[config.mk]
export PLATFORM = sky130hd
export DESIGN_NAME = if_stage_unit_flat
export DESIGN_NICKNAME = d
export VERILOG_FILES = /design/src/rtl/cpu_pkg.sv /design/src/rtl/if_stage_unit_if.sv /design/src/rtl/if_stage_unit_if_id_reg.sv /design/src/rtl/if_stage_unit.sv /design/src/flat_wrapper.sv
export SDC_FILE = /design/constraint.sdc
export NUM_CORES = 1
export LEC_CHECK = 0
export ABC_AREA = 1
export BUFFER_PORTS_ARGS = -buffer_cell sky130_fd_sc_hd__buf_4
export CORE_MARGIN = 2
export CORE_UTILIZATION = 40
export DETAILED_ROUTE_END_ITERATION = 10
export PLACE_DENSITY = 0.74
export SLEW_MARGIN = 25
export SYNTH_ARGS = -nofsm -noshare
export SYNTH_HDL_FRONTEND = slang
export SYNTH_SLANG_ARGS = --single-unit
[constraint.sdc]
create_clock -name clk -period 4 [get_ports clk]
set_input_delay 0.4 -clock clk [delete_from_list [all_inputs] [get_ports clk]]
set_output_delay 0.4 -clock clk [all_outputs]
set_load 0.02 [all_outputs]
[src/rtl/cpu_pkg.sv]
// Shared constants and types for the MIPS fetch path.
// Holds the reset/exception vectors, bubble encoding and the next-PC select codes.
// Also defines the packed IF/ID pipeline word and the supervisor-bit index.
package cpu_pkg;

  localparam logic [31:0] RESET_PC  = 32'h8000_0000;
  localparam logic [31:0] ILLOP_PC  = 32'h8000_0004;
  localparam logic [31:0] XADR_PC   = 32'h8000_0008;
  localparam logic [31:0] NOP_INSTR = 32'h0000_0000;

  // PC bit 31 doubles as the supervisor-mode flag.
  localparam int SUP_BIT = 31;

  typedef enum logic [2:0] {
    PCSRC_PLUS4  = 3'd0,
    PCSRC_BRANCH = 3'd1,
    PCSRC_JUMP   = 3'd2,
    PCSRC_JR     = 3'd3,
    PCSRC_ILLOP  = 3'd4,
    PCSRC_XADR   = 3'd5
  } pcsrc_e;

  // 65-bit IF/ID register contents.
  typedef struct packed {
    logic [31:0] instr;
    logic [31:0] pcplus4;
    logic        valid;
  } if_id_t;

endpackage

[src/rtl/if_stage_unit_if.sv]
// Bundle of fetch-stage control, instruction-memory and IF/ID signals.
// master: hazard/flush logic, memory and ID stage side; slave: the fetch stage.
// Signal names follow the pipeline's established naming.
interface if_stage_unit_if;

  logic        stall;
  logic        IF_Flush;
  logic        branch_taken;
  logic [31:0] branch_target;
  logic        jump;
  logic [31:0] jump_target;
  logic        jr;
  logic [31:0] jr_target;
  logic        illop;
  logic        irq;
  logic [31:0] imem_addr;
  logic [31:0] imem_data;
  logic [31:0] IF_ID_Instruction;
  logic [31:0] IF_ID_PCplus4;
  logic        IF_ID_Valid;
  logic [31:0] epc;
  logic        irq_ack;

  modport master (
    output stall, IF_Flush, branch_taken, branch_target, jump, jump_target,
           jr, jr_target, illop, irq, imem_data,
    input  imem_addr, IF_ID_Instruction, IF_ID_PCplus4, IF_ID_Valid, epc, irq_ack
  );

  modport slave (
    input  stall, IF_Flush, branch_taken, branch_target, jump, jump_target,
           jr, jr_target, illop, irq, imem_data,
    output imem_addr, IF_ID_Instruction, IF_ID_PCplus4, IF_ID_Valid, epc, irq_ack
  );

endinterface

[src/rtl/if_stage_unit_if_id_reg.sv]
// IF/ID pipeline register: instruction, PC+4 and valid bit.
// Latency 1 cycle; i_hold freezes contents, i_bubble loads a NOP with valid=0.
// Ports: clk, reset (async active-low), i_hold, i_bubble, i_instr, i_pcplus4 -> o_if_id.
module if_id_reg
  import cpu_pkg::*;
#(
  parameter logic [31:0] NOP_WORD = cpu_pkg::NOP_INSTR
) (
  input  logic        clk,
  input  logic        reset,
  input  logic        i_hold,
  input  logic        i_bubble,
  input  logic [31:0] i_instr,
  input  logic [31:0] i_pcplus4,
  output if_id_t      o_if_id
);

  if_id_t r_if_id;

  always_ff @(posedge clk or negedge reset) begin
    if (!reset) begin
      r_if_id.instr   <= NOP_WORD;
      r_if_id.pcplus4 <= 32'h0;
      r_if_id.valid   <= 1'b0;
    end else if (!i_hold) begin
      // PC+4 is recorded even for bubbles so the slot still carries a return address.
      r_if_id.pcplus4 <= i_pcplus4;
      if (i_bubble) begin
        r_if_id.instr <= NOP_WORD;
        r_if_id.valid <= 1'b0;
      end else begin
        r_if_id.instr <= i_instr;
        r_if_id.valid <= 1'b1;
      end
    end
  end

  assign o_if_id = r_if_id;

endmodule

[src/rtl/if_stage_unit.sv]
// Instruction-fetch stage: PC register, next-PC select, supervisor bit, irq/illop vectoring, IF/ID.
// Latency: imem_addr is the PC combinationally; fetched word lands in IF/ID one cycle later.
// Backpressure: stall==0 holds PC and IF/ID unless an illop or taken branch overrides it.
// Ports: clk, reset (async active-low), bus (slave modport of if_stage_unit_if).
module if_stage_unit #(
  parameter logic [31:0] RESET_PC  = cpu_pkg::RESET_PC,
  parameter logic [31:0] ILLOP_PC  = cpu_pkg::ILLOP_PC,
  parameter logic [31:0] XADR_PC   = cpu_pkg::XADR_PC,
  parameter logic [31:0] NOP_INSTR = cpu_pkg::NOP_INSTR
) (
  input  logic           clk,
  input  logic           reset,
  if_stage_unit_if.slave bus
);

  import cpu_pkg::*;

  logic [31:0] r_pc;
  logic [31:0] r_epc;
  logic        r_irq_pending;
  logic        r_irq_ack;

  logic [31:0] w_pc_plus4;
  logic [31:0] w_branch_pc;
  logic [31:0] w_jump_pc;
  logic [31:0] w_next_pc;
  logic        w_sup;
  logic        w_irq_take;
  logic        w_hold;
  logic        w_bubble;
  pcsrc_e      w_pcsrc;
  if_id_t      w_if_id;

  assign w_sup = r_pc[SUP_BIT];

  // Sequential increment never changes the mode bit; the low 31 bits wrap.
  assign w_pc_plus4  = {w_sup, r_pc[30:0] + 31'd4};
  // Branches and jumps stay in the current mode; only jr may change it.
  assign w_branch_pc = {w_sup, bus.branch_target[30:0]};
  assign w_jump_pc   = {w_sup, bus.jump_target[30:0]};

  // Interrupts are taken only on a clean advancing cycle with no other redirect.
  assign w_irq_take = r_irq_pending & bus.stall & ~w_sup & ~bus.IF_Flush &
                      ~bus.branch_taken & ~bus.illop & ~bus.jump & ~bus.jr;

  always_comb begin
    w_pcsrc  = PCSRC_PLUS4;
    w_hold   = 1'b0;
    w_bubble = bus.IF_Flush;
    if (bus.illop) begin
      w_pcsrc  = PCSRC_ILLOP;
      w_bubble = 1'b1;
    end else if (bus.branch_taken) begin
      w_pcsrc  = PCSRC_BRANCH;
      w_bubble = 1'b1;
    end else if (w_irq_take) begin
      w_pcsrc  = PCSRC_XADR;
      w_bubble = 1'b1;
    end else if (!bus.stall) begin
      // Load-use hold: a jump/jr sitting in ID is retried once stall releases.
      w_hold = 1'b1;
    end else if (bus.jr) begin
      w_pcsrc = PCSRC_JR;
    end else if (bus.jump) begin
      w_pcsrc = PCSRC_JUMP;
    end
  end

  always_comb begin
    w_next_pc = w_pc_plus4;
    case (w_pcsrc)
      PCSRC_BRANCH: w_next_pc = w_branch_pc;
      PCSRC_JUMP:   w_next_pc = w_jump_pc;
      PCSRC_JR:     w_next_pc = bus.jr_target;
      PCSRC_ILLOP:  w_next_pc = ILLOP_PC;
      PCSRC_XADR:   w_next_pc = XADR_PC;
      default:      w_next_pc = w_pc_plus4;
    endcase
  end

  always_ff @(posedge clk or negedge reset) begin
    if (!reset) begin
      r_pc          <= RESET_PC;
      r_epc         <= 32'h0;
      r_irq_pending <= 1'b0;
      r_irq_ack     <= 1'b0;
    end else begin
      if (!w_hold) begin
        r_pc <= w_next_pc;
      end
      // Illop returns past the faulting ID instruction; irq resumes at the unfetched PC.
      if (bus.illop) begin
        r_epc <= w_if_id.pcplus4;
      end else if (w_irq_take) begin
        r_epc <= r_pc;
      end
      if (w_irq_take || w_sup) begin
        r_irq_pending <= 1'b0;
      end else if (bus.irq) begin
        r_irq_pending <= 1'b1;
      end
      // Pending clears on take and PC enters supervisor, so this cannot repeat next cycle.
      r_irq_ack <= w_irq_take;
    end
  end

  if_id_reg #(
    .NOP_WORD (NOP_INSTR)
  ) u_if_id_reg (
    .clk       (clk),
    .reset     (reset),
    .i_hold    (w_hold),
    .i_bubble  (w_bubble),
    .i_instr   (bus.imem_data),
    .i_pcplus4 (w_pc_plus4),
    .o_if_id   (w_if_id)
  );

  assign bus.imem_addr         = r_pc;
  assign bus.IF_ID_Instruction = w_if_id.instr;
  assign bus.IF_ID_PCplus4     = w_if_id.pcplus4;
  assign bus.IF_ID_Valid       = w_if_id.valid;
  assign bus.epc               = r_epc;
  assign bus.irq_ack           = r_irq_ack;

endmodule

[src/flat_wrapper.sv]
// flat-port wrapper written by rule: the top's interface ports become plain ports
module if_stage_unit_flat import cpu_pkg::*;
#(
  parameter logic [31:0] RESET_PC  = cpu_pkg::RESET_PC,
  parameter logic [31:0] ILLOP_PC  = cpu_pkg::ILLOP_PC,
  parameter logic [31:0] XADR_PC   = cpu_pkg::XADR_PC,
  parameter logic [31:0] NOP_INSTR = cpu_pkg::NOP_INSTR
)
  (clk, reset, bus_stall, bus_IF_Flush, bus_branch_taken, bus_branch_target, bus_jump, bus_jump_target, bus_jr, bus_jr_target, bus_illop, bus_irq, bus_imem_data, bus_imem_addr, bus_IF_ID_Instruction, bus_IF_ID_PCplus4, bus_IF_ID_Valid, bus_epc, bus_irq_ack);
  if_stage_unit_if bus_i ();
  input  logic clk;
  input  logic reset;
  input wire logic [$bits(bus_i.stall)-1:0] bus_stall;
  input wire logic [$bits(bus_i.IF_Flush)-1:0] bus_IF_Flush;
  input wire logic [$bits(bus_i.branch_taken)-1:0] bus_branch_taken;
  input wire logic [$bits(bus_i.branch_target)-1:0] bus_branch_target;
  input wire logic [$bits(bus_i.jump)-1:0] bus_jump;
  input wire logic [$bits(bus_i.jump_target)-1:0] bus_jump_target;
  input wire logic [$bits(bus_i.jr)-1:0] bus_jr;
  input wire logic [$bits(bus_i.jr_target)-1:0] bus_jr_target;
  input wire logic [$bits(bus_i.illop)-1:0] bus_illop;
  input wire logic [$bits(bus_i.irq)-1:0] bus_irq;
  input wire logic [$bits(bus_i.imem_data)-1:0] bus_imem_data;
  output wire logic [$bits(bus_i.imem_addr)-1:0] bus_imem_addr;
  output wire logic [$bits(bus_i.IF_ID_Instruction)-1:0] bus_IF_ID_Instruction;
  output wire logic [$bits(bus_i.IF_ID_PCplus4)-1:0] bus_IF_ID_PCplus4;
  output wire logic [$bits(bus_i.IF_ID_Valid)-1:0] bus_IF_ID_Valid;
  output wire logic [$bits(bus_i.epc)-1:0] bus_epc;
  output wire logic [$bits(bus_i.irq_ack)-1:0] bus_irq_ack;
  assign bus_i.stall = bus_stall;
  assign bus_i.IF_Flush = bus_IF_Flush;
  assign bus_i.branch_taken = bus_branch_taken;
  assign bus_i.branch_target = bus_branch_target;
  assign bus_i.jump = bus_jump;
  assign bus_i.jump_target = bus_jump_target;
  assign bus_i.jr = bus_jr;
  assign bus_i.jr_target = bus_jr_target;
  assign bus_i.illop = bus_illop;
  assign bus_i.irq = bus_irq;
  assign bus_i.imem_data = bus_imem_data;
  assign bus_imem_addr = bus_i.imem_addr;
  assign bus_IF_ID_Instruction = bus_i.IF_ID_Instruction;
  assign bus_IF_ID_PCplus4 = bus_i.IF_ID_PCplus4;
  assign bus_IF_ID_Valid = bus_i.IF_ID_Valid;
  assign bus_epc = bus_i.epc;
  assign bus_irq_ack = bus_i.irq_ack;
  if_stage_unit #(.RESET_PC(RESET_PC), .ILLOP_PC(ILLOP_PC), .XADR_PC(XADR_PC), .NOP_INSTR(NOP_INSTR)) u_core (.clk(clk), .reset(reset), .bus(bus_i));
endmodule
# After elaboration in Yosys (flattened, before gate mapping)
# Cells that the tools add are included.
# classes
div_mod_pow,0
mux,20
n_reduce_logical,5
mul,0
n_lt_le_gt_ge,0
bitwise_logic,16
eq_ne,5
shift,0
addsub,1
# ops
operator,count
$pmux W32 S5,1
$mux W32,3
$add A31 B3 Y31 const B,1
$mux W3,5
$mux W1,10
$not A1 Y1,9
$and A1 B1 Y1,7
$eq A3 B2 Y1 const B,2
$eq A3 B3 Y1 const B,2
$reduce_and A4 Y1,1
$reduce_bool A2 Y1,2
$eq A3 B1 Y1 const B,1
$reduce_bool A3 Y1,1
$mux W2,1
$logic_or A1 B1 Y1,1
# word_totals
rom_bits,0
ramBits,0
mem_count,0
reg_bits,131
latch_bits,0

# Logic depth before layout (Yosys ltp)
# depth
depth_word,13
ltp_mapped,12
depth_no_buf,12

# Cells and area by module
# A second synthesis with hierarchy kept.
# unflattened
cells_unflattened,1065
hier_area_um2,7221.9
# modules_own_cells
module,instances,seq_area_each_um2,area_each_um2,cells_per_inst
if_stage_unit,1,1652.8,4788.3,791
if_id_reg,1,1626.6,2433.6,274

# Worst setup path before layout
# Ideal clock, no wire load.
# synth_path
kind,register to register
startpoint,register u_core.r_pc[2] (netlist: u_core.bus.imem_addr[2])
endpoint,register u_core.r_pc[16] (netlist: u_core.bus.imem_addr[16])
n_path_buf,0
period_less_slack_ns,1.735
required_time_ns,3.883
path_stages_with_launch,11
setup_ns,0.117
arrival_time_ns,1.618
slack_ns,2.265
cell_sequence,dfrtp_1 > ha_1 > nand3_1 > nor2_2 > nand3_1 > nand2_1 > nand2_1 > nor2_1 > nor2_1 > nand2_1 > nand2_1
# synth_between
elab_chain_len,2
# synth_lines
item,line,rtl
from (decl),if_stage_unit.sv:18,logic [31:0] r_pc;
from (signal assigned),if_stage_unit.sv:89,r_pc <= w_next_pc;
$add A31 B3 Y31,if_stage_unit.sv:37,"assign w_pc_plus4 = {w_sup, r_pc[30:0] + 31'd4};"
$pmux W32 S5,if_stage_unit.sv:71,case (w_pcsrc)
# No other way between the ends.
# A chain may end at the register's enable or synchronous reset.

# Final worst setup path
# layout_path
startpoint,register u_core.r_pc[31] (netlist: u_core.bus.imem_addr[31])
endpoint,register u_core.r_pc[30] (netlist: u_core.bus.imem_addr[30])
# layout_between
elab_chain_len,12
# layout_lines
item,line,rtl
$not A1 Y1 (*),if_stage_unit.sv:43,assign w_irq_take = r_irq_pending & bus.stall & ~w_sup & ~bus.IF_Flush &
$and A1 B1 Y1 (*) (3 in series),if_stage_unit.sv:43,
$and A1 B1 Y1 (*) (3 in series),if_stage_unit.sv:44,~bus.branch_taken & ~bus.illop & ~bus.jump & ~bus.jr;
named net u_core.w_irq_take,if_stage_unit.sv:28,logic w_irq_take;
$mux W3,if_stage_unit.sv:56,end else if (w_irq_take) begin
$mux W3,if_stage_unit.sv:53,end else if (bus.branch_taken) begin
$mux W3,if_stage_unit.sv:50,if (bus.illop) begin
$eq A3 B3 Y1 (tied with other cells),if_stage_unit.sv:71,
$pmux W32 S5,if_stage_unit.sv:71,
# The timed path passes the listed nets; every way through them passes the cells marked *.

==> impl_metrics.yaml <==
clock_network:
  count_of_cells_resized_by_post_cts_repair: 0
  worst_path_clk_slew_ns: 0.06
  clock_path_buffers: 2
  cts-root-buf: "sky130_fd_sc_hd__clkbuf_16"
  tritoncts.num_buffers: 17
  cts.repair_timing.setup_buffer_count: 0
  worst_skew_pair.late_latency_ns: 0.43
  cts_hold_buffers: 0
  tritoncts: "yes"
  clock-sinks: 131
  cts-htree-levels: 4
floorplanning:
  core-area_sq_mm: 0.0172
  die_w_um: 136
  top_level_i_o_count: 267
  die_y_um: 136
  floorplan.initialDensity: 0.406
  floorplan.die_area_sq_mm: 0.0185
  cell_rows: 48
cells_and_area:
  final_net_count: 1284
  final_util: 0.564
  layout-area-overhead-vs-synth_pct: 39.0
  drive_above_1_share: 0.278
  layout.filler_cells: 1612
  finalNonFillerCells: 1384
worst_setup_path:
  timing.critical_path.fanout_max: 34
  worstSetupStartpointType: "register"
  critical_path.slowest_cell: "sky130_fd_sc_hd__dfstp_2"
  critical_path_class: "reg -> reg"
  critPathCaptureType: "register"
  crit_path_max_incr_delay_ns: 0.58
  crit_family: "simple AND/OR/NAND/NOR gates"
  crit_buf_inv: 1
  path_cells: "nor2_1, nand2_1, nor2_2, nor2_2, nand2_4, inv_2, nand3_1, nand3_1, nand2_1"
  worst_ep_arrival_time_ns: 2.60
  critical_path_required_ns: 4.30
route:
  vias: 7508
  antenna_violating_nets_post_route: 0
  first_iter_violations: 731
  route.detailed.vias_per_inst: 5.42
  detail_route.drc_violations: 0
  drtPass1Iterations: 5
  drt-wirelength-per-cell_um: 18.0
  wl_mm: 25.0
sta:
  hold_violations: 0
  achievable-frequency_mhz: 436
  grt_setup_unrepaired: "false"
  tightest_slew_ns: 0.925
  slew_headroom: 0.383
  layout_min_cycle_time_ns: 2.29
  number_of_max_slew_violations_in_the_final_report: 0
  setup_tns_ns: 0
  skew_ns: 0.00853
  final.period_utilization: 0.574
  setup-violations-final: 0
synth:
  yosysUniqueCellTypes: 28
  synthesis.area_sq_mm: 0.00697
  synth.yosys.seq_area_share: 0.470
  area_fraction_in_compound_gates_after_synthesis: 0.104
  synth_top_family_by_area: "simple AND/OR/NAND/NOR gates"
  postSynthCellCount: 912
  synth_simple_gate_area_frac: 0.349
  postSynthAreaPerCell_sq_um: 7.65
  yosys_warnings: 0
  post_synth_mux_area_share: 0
  mappedNetlistNets: 1050
  postSynthRegisterBits: 131
  yosys.area_share.adder: 0.00179
  synth_xor_xnor_area_share: 0.00879
power_and_ir_drop:
  max-vdd-ir-drop_mv: 0.352
  power.density_cell_area_mw_per_mm2: 434
  power_leakage_uw: 0.00472
  total_power_uw: 4210
outcome:
  run_status: "completed"
global_route:
  maximum_number_of_pins_on_one_net_before_global_route_repair: 99
  aggregate_global_routing_overflow: 0
  antenna_violations_before_repair: 1
  first_pass_grt_wire_length_mm: 38.4
  first_global_vias: 6925
  grt_use_total: 0.271
place:
  io_buf_count: 264
  placed_cells_incl_taps: 1352
  detailed_place_hpwl_mm: 17.7
  place.gp.congestion: 0.933
hold_path:
  path_category_of_the_worst_min_delay_check: "in -> async"
run:
  maxCapViolations: 0
==> cells in the final DEF (no fill, tap or decap), drive strengths merged, types with 2 or more instances in the layout <==
cell type,instances
a21oi,2
nand2,287
buf,275
nand4,78
clkbuf,18
nor3,4
xor2,5
a22o,32
nor2,115
xnor2,2
o21ai,24
inv,46
clkinv,4
nand3,76
bufinv,5
dfrtp,130
clkinvlp,3
a31oi,49
==> worst reg2reg max path, delay by kind of cell, from the launching register on <==
family        cells  cell delay, ns
simple gates      8            1.09
flops             1            0.58
buf+inv           1            0.51
==> state kept, by name, summed over array words and instances (netlist names) <==
register / flops
u_core.bus.irq_ack: 1
u_core.u_if_id_reg.o_if_id: 65
u_core.r_irq_pending: 1
u_core.bus.epc: 32
u_core.bus.imem_addr: 32
==> power breakdown <==
| part | internal [uW] | leakage [uW] | switching (uW) |
|---|---|---|---|
| logic | 366 | 0.00274 | 513 |
| registers | 1460 | 0.00167 | 153 |
| clock network | 1100 | 0.000302 | 615 |
| total | 2930 | 0.00472 | 1280 |
==> per-layer routing <==
metal | track usage | up-vias | routed length, um
met3 | 0.0470 | 47 | 1620
met5 | 0 | - | 0
met1 | 0.383 | 3576 | 11100
met4 | 0.0891 | 0 | 639
met2 | 0.423 | 317 | 11600
li1 | - | 3568 | -
==> path summary, 6_finish.rpt <==
kind	to	cells past startpoint	slack [ns]	from
worst max-delay path	u_core.bus.imem_addr[30]$_DFFE_PN0N_	9	1.71	u_core.bus.imem_addr[31]$_DFFE_PN1P_
worst min-delay path	u_core.u_if_id_reg.o_if_id[56]$_DFFE_PN0N_	1	0.09	reset
worst max register to register	u_core.bus.imem_addr[30]$_DFFE_PN0N_	9	1.71	u_core.bus.imem_addr[31]$_DFFE_PN1P_
worst min register to register	u_core.u_if_id_reg.o_if_id[2]$_DFFE_PN0N_	2	0.50	u_core.u_if_id_reg.o_if_id[2]$_DFFE_PN0N_
max in group asynchronous	u_core.bus.imem_addr[31]$_DFFE_PN1P_	2	3.02	reset
min in group clk	u_core.u_if_id_reg.o_if_id[38]$_DFFE_PN0N_	2	0.19	bus_imem_data[5]
==> synthesized netlist by cell type <==
cell type,number,area (sq um)
sky130_fd_sc_hd__nor3_2,1,10.0
sky130_fd_sc_hd__nor2_1,109,409
sky130_fd_sc_hd__nor2_4,1,11.3
sky130_fd_sc_hd__xnor2_1,2,17.5
sky130_fd_sc_hd__o21ai_0,18,90.1
sky130_fd_sc_hd__a21oi_1,2,10.0
sky130_fd_sc_hd__o21ai_1,6,30.0
sky130_fd_sc_hd__nor2_2,5,31.3
sky130_fd_sc_hd__inv_1,40,150
sky130_fd_sc_hd__ha_1,1,12.5
sky130_fd_sc_hd__nand2_4,1,11.3
sky130_fd_sc_hd__dfstp_2,1,26.3
sky130_fd_sc_hd__a22o_1,32,280
sky130_fd_sc_hd__a21o_1,1,7.51
sky130_fd_sc_hd__xor2_1,5,43.8
sky130_fd_sc_hd__inv_2,5,18.8
sky130_fd_sc_hd__nand3_1,76,380
sky130_fd_sc_hd__nand4_1,78,488
sky130_fd_sc_hd__dfrtp_1,130,3250
sky130_fd_sc_hd__clkbuf_1,24,90.1
sky130_fd_sc_hd__buf_4,9,67.6
sky130_fd_sc_hd__buf_1,3,11.3
sky130_fd_sc_hd__nor3_1,3,15.0
sky130_fd_sc_hd__buf_2,23,115
sky130_fd_sc_hd__nand2_2,1,6.26
sky130_fd_sc_hd__buf_6,1,11.3
sky130_fd_sc_hd__a31oi_1,49,307
sky130_fd_sc_hd__nand2_1,285,1070
==> final cells by class <==
cell class,instances,area (sq um),area share
Antenna cell,1,2.50,0.000258
Clock buffer,18,429,0.0443
Clock inverter,13,209,0.0216
Inverter,45,169,0.0174
Multi-Input combinational cell,676,3250,0.335
Sequential cell,131,3280,0.338
Tap cell,225,282,0.0290
Timing Repair Buffer,275,2080,0.214
==> through the flow <==
stage	setup WS [ns]	hold slack [ns]	instance area, sq um
finish	1.71	0.0901	9690
global route	1.52	0.171	9690
CTS	1.73	0.124	9690
detailed placement	1.33	0.482	9050
global placement	1.27	0.462	9030
floorplan	2.27	0.104	6970
==> logic make-up after synthesis <==
group | count (synthesis)
AOI/OAI and AO/OA | 108
adders and majority gates | 1
xor gates and xnor gates | 7
buffers and inverters | 105
and+or+nand+nor | 560
DFF | 131
Power figures use the tool's default switching activity.
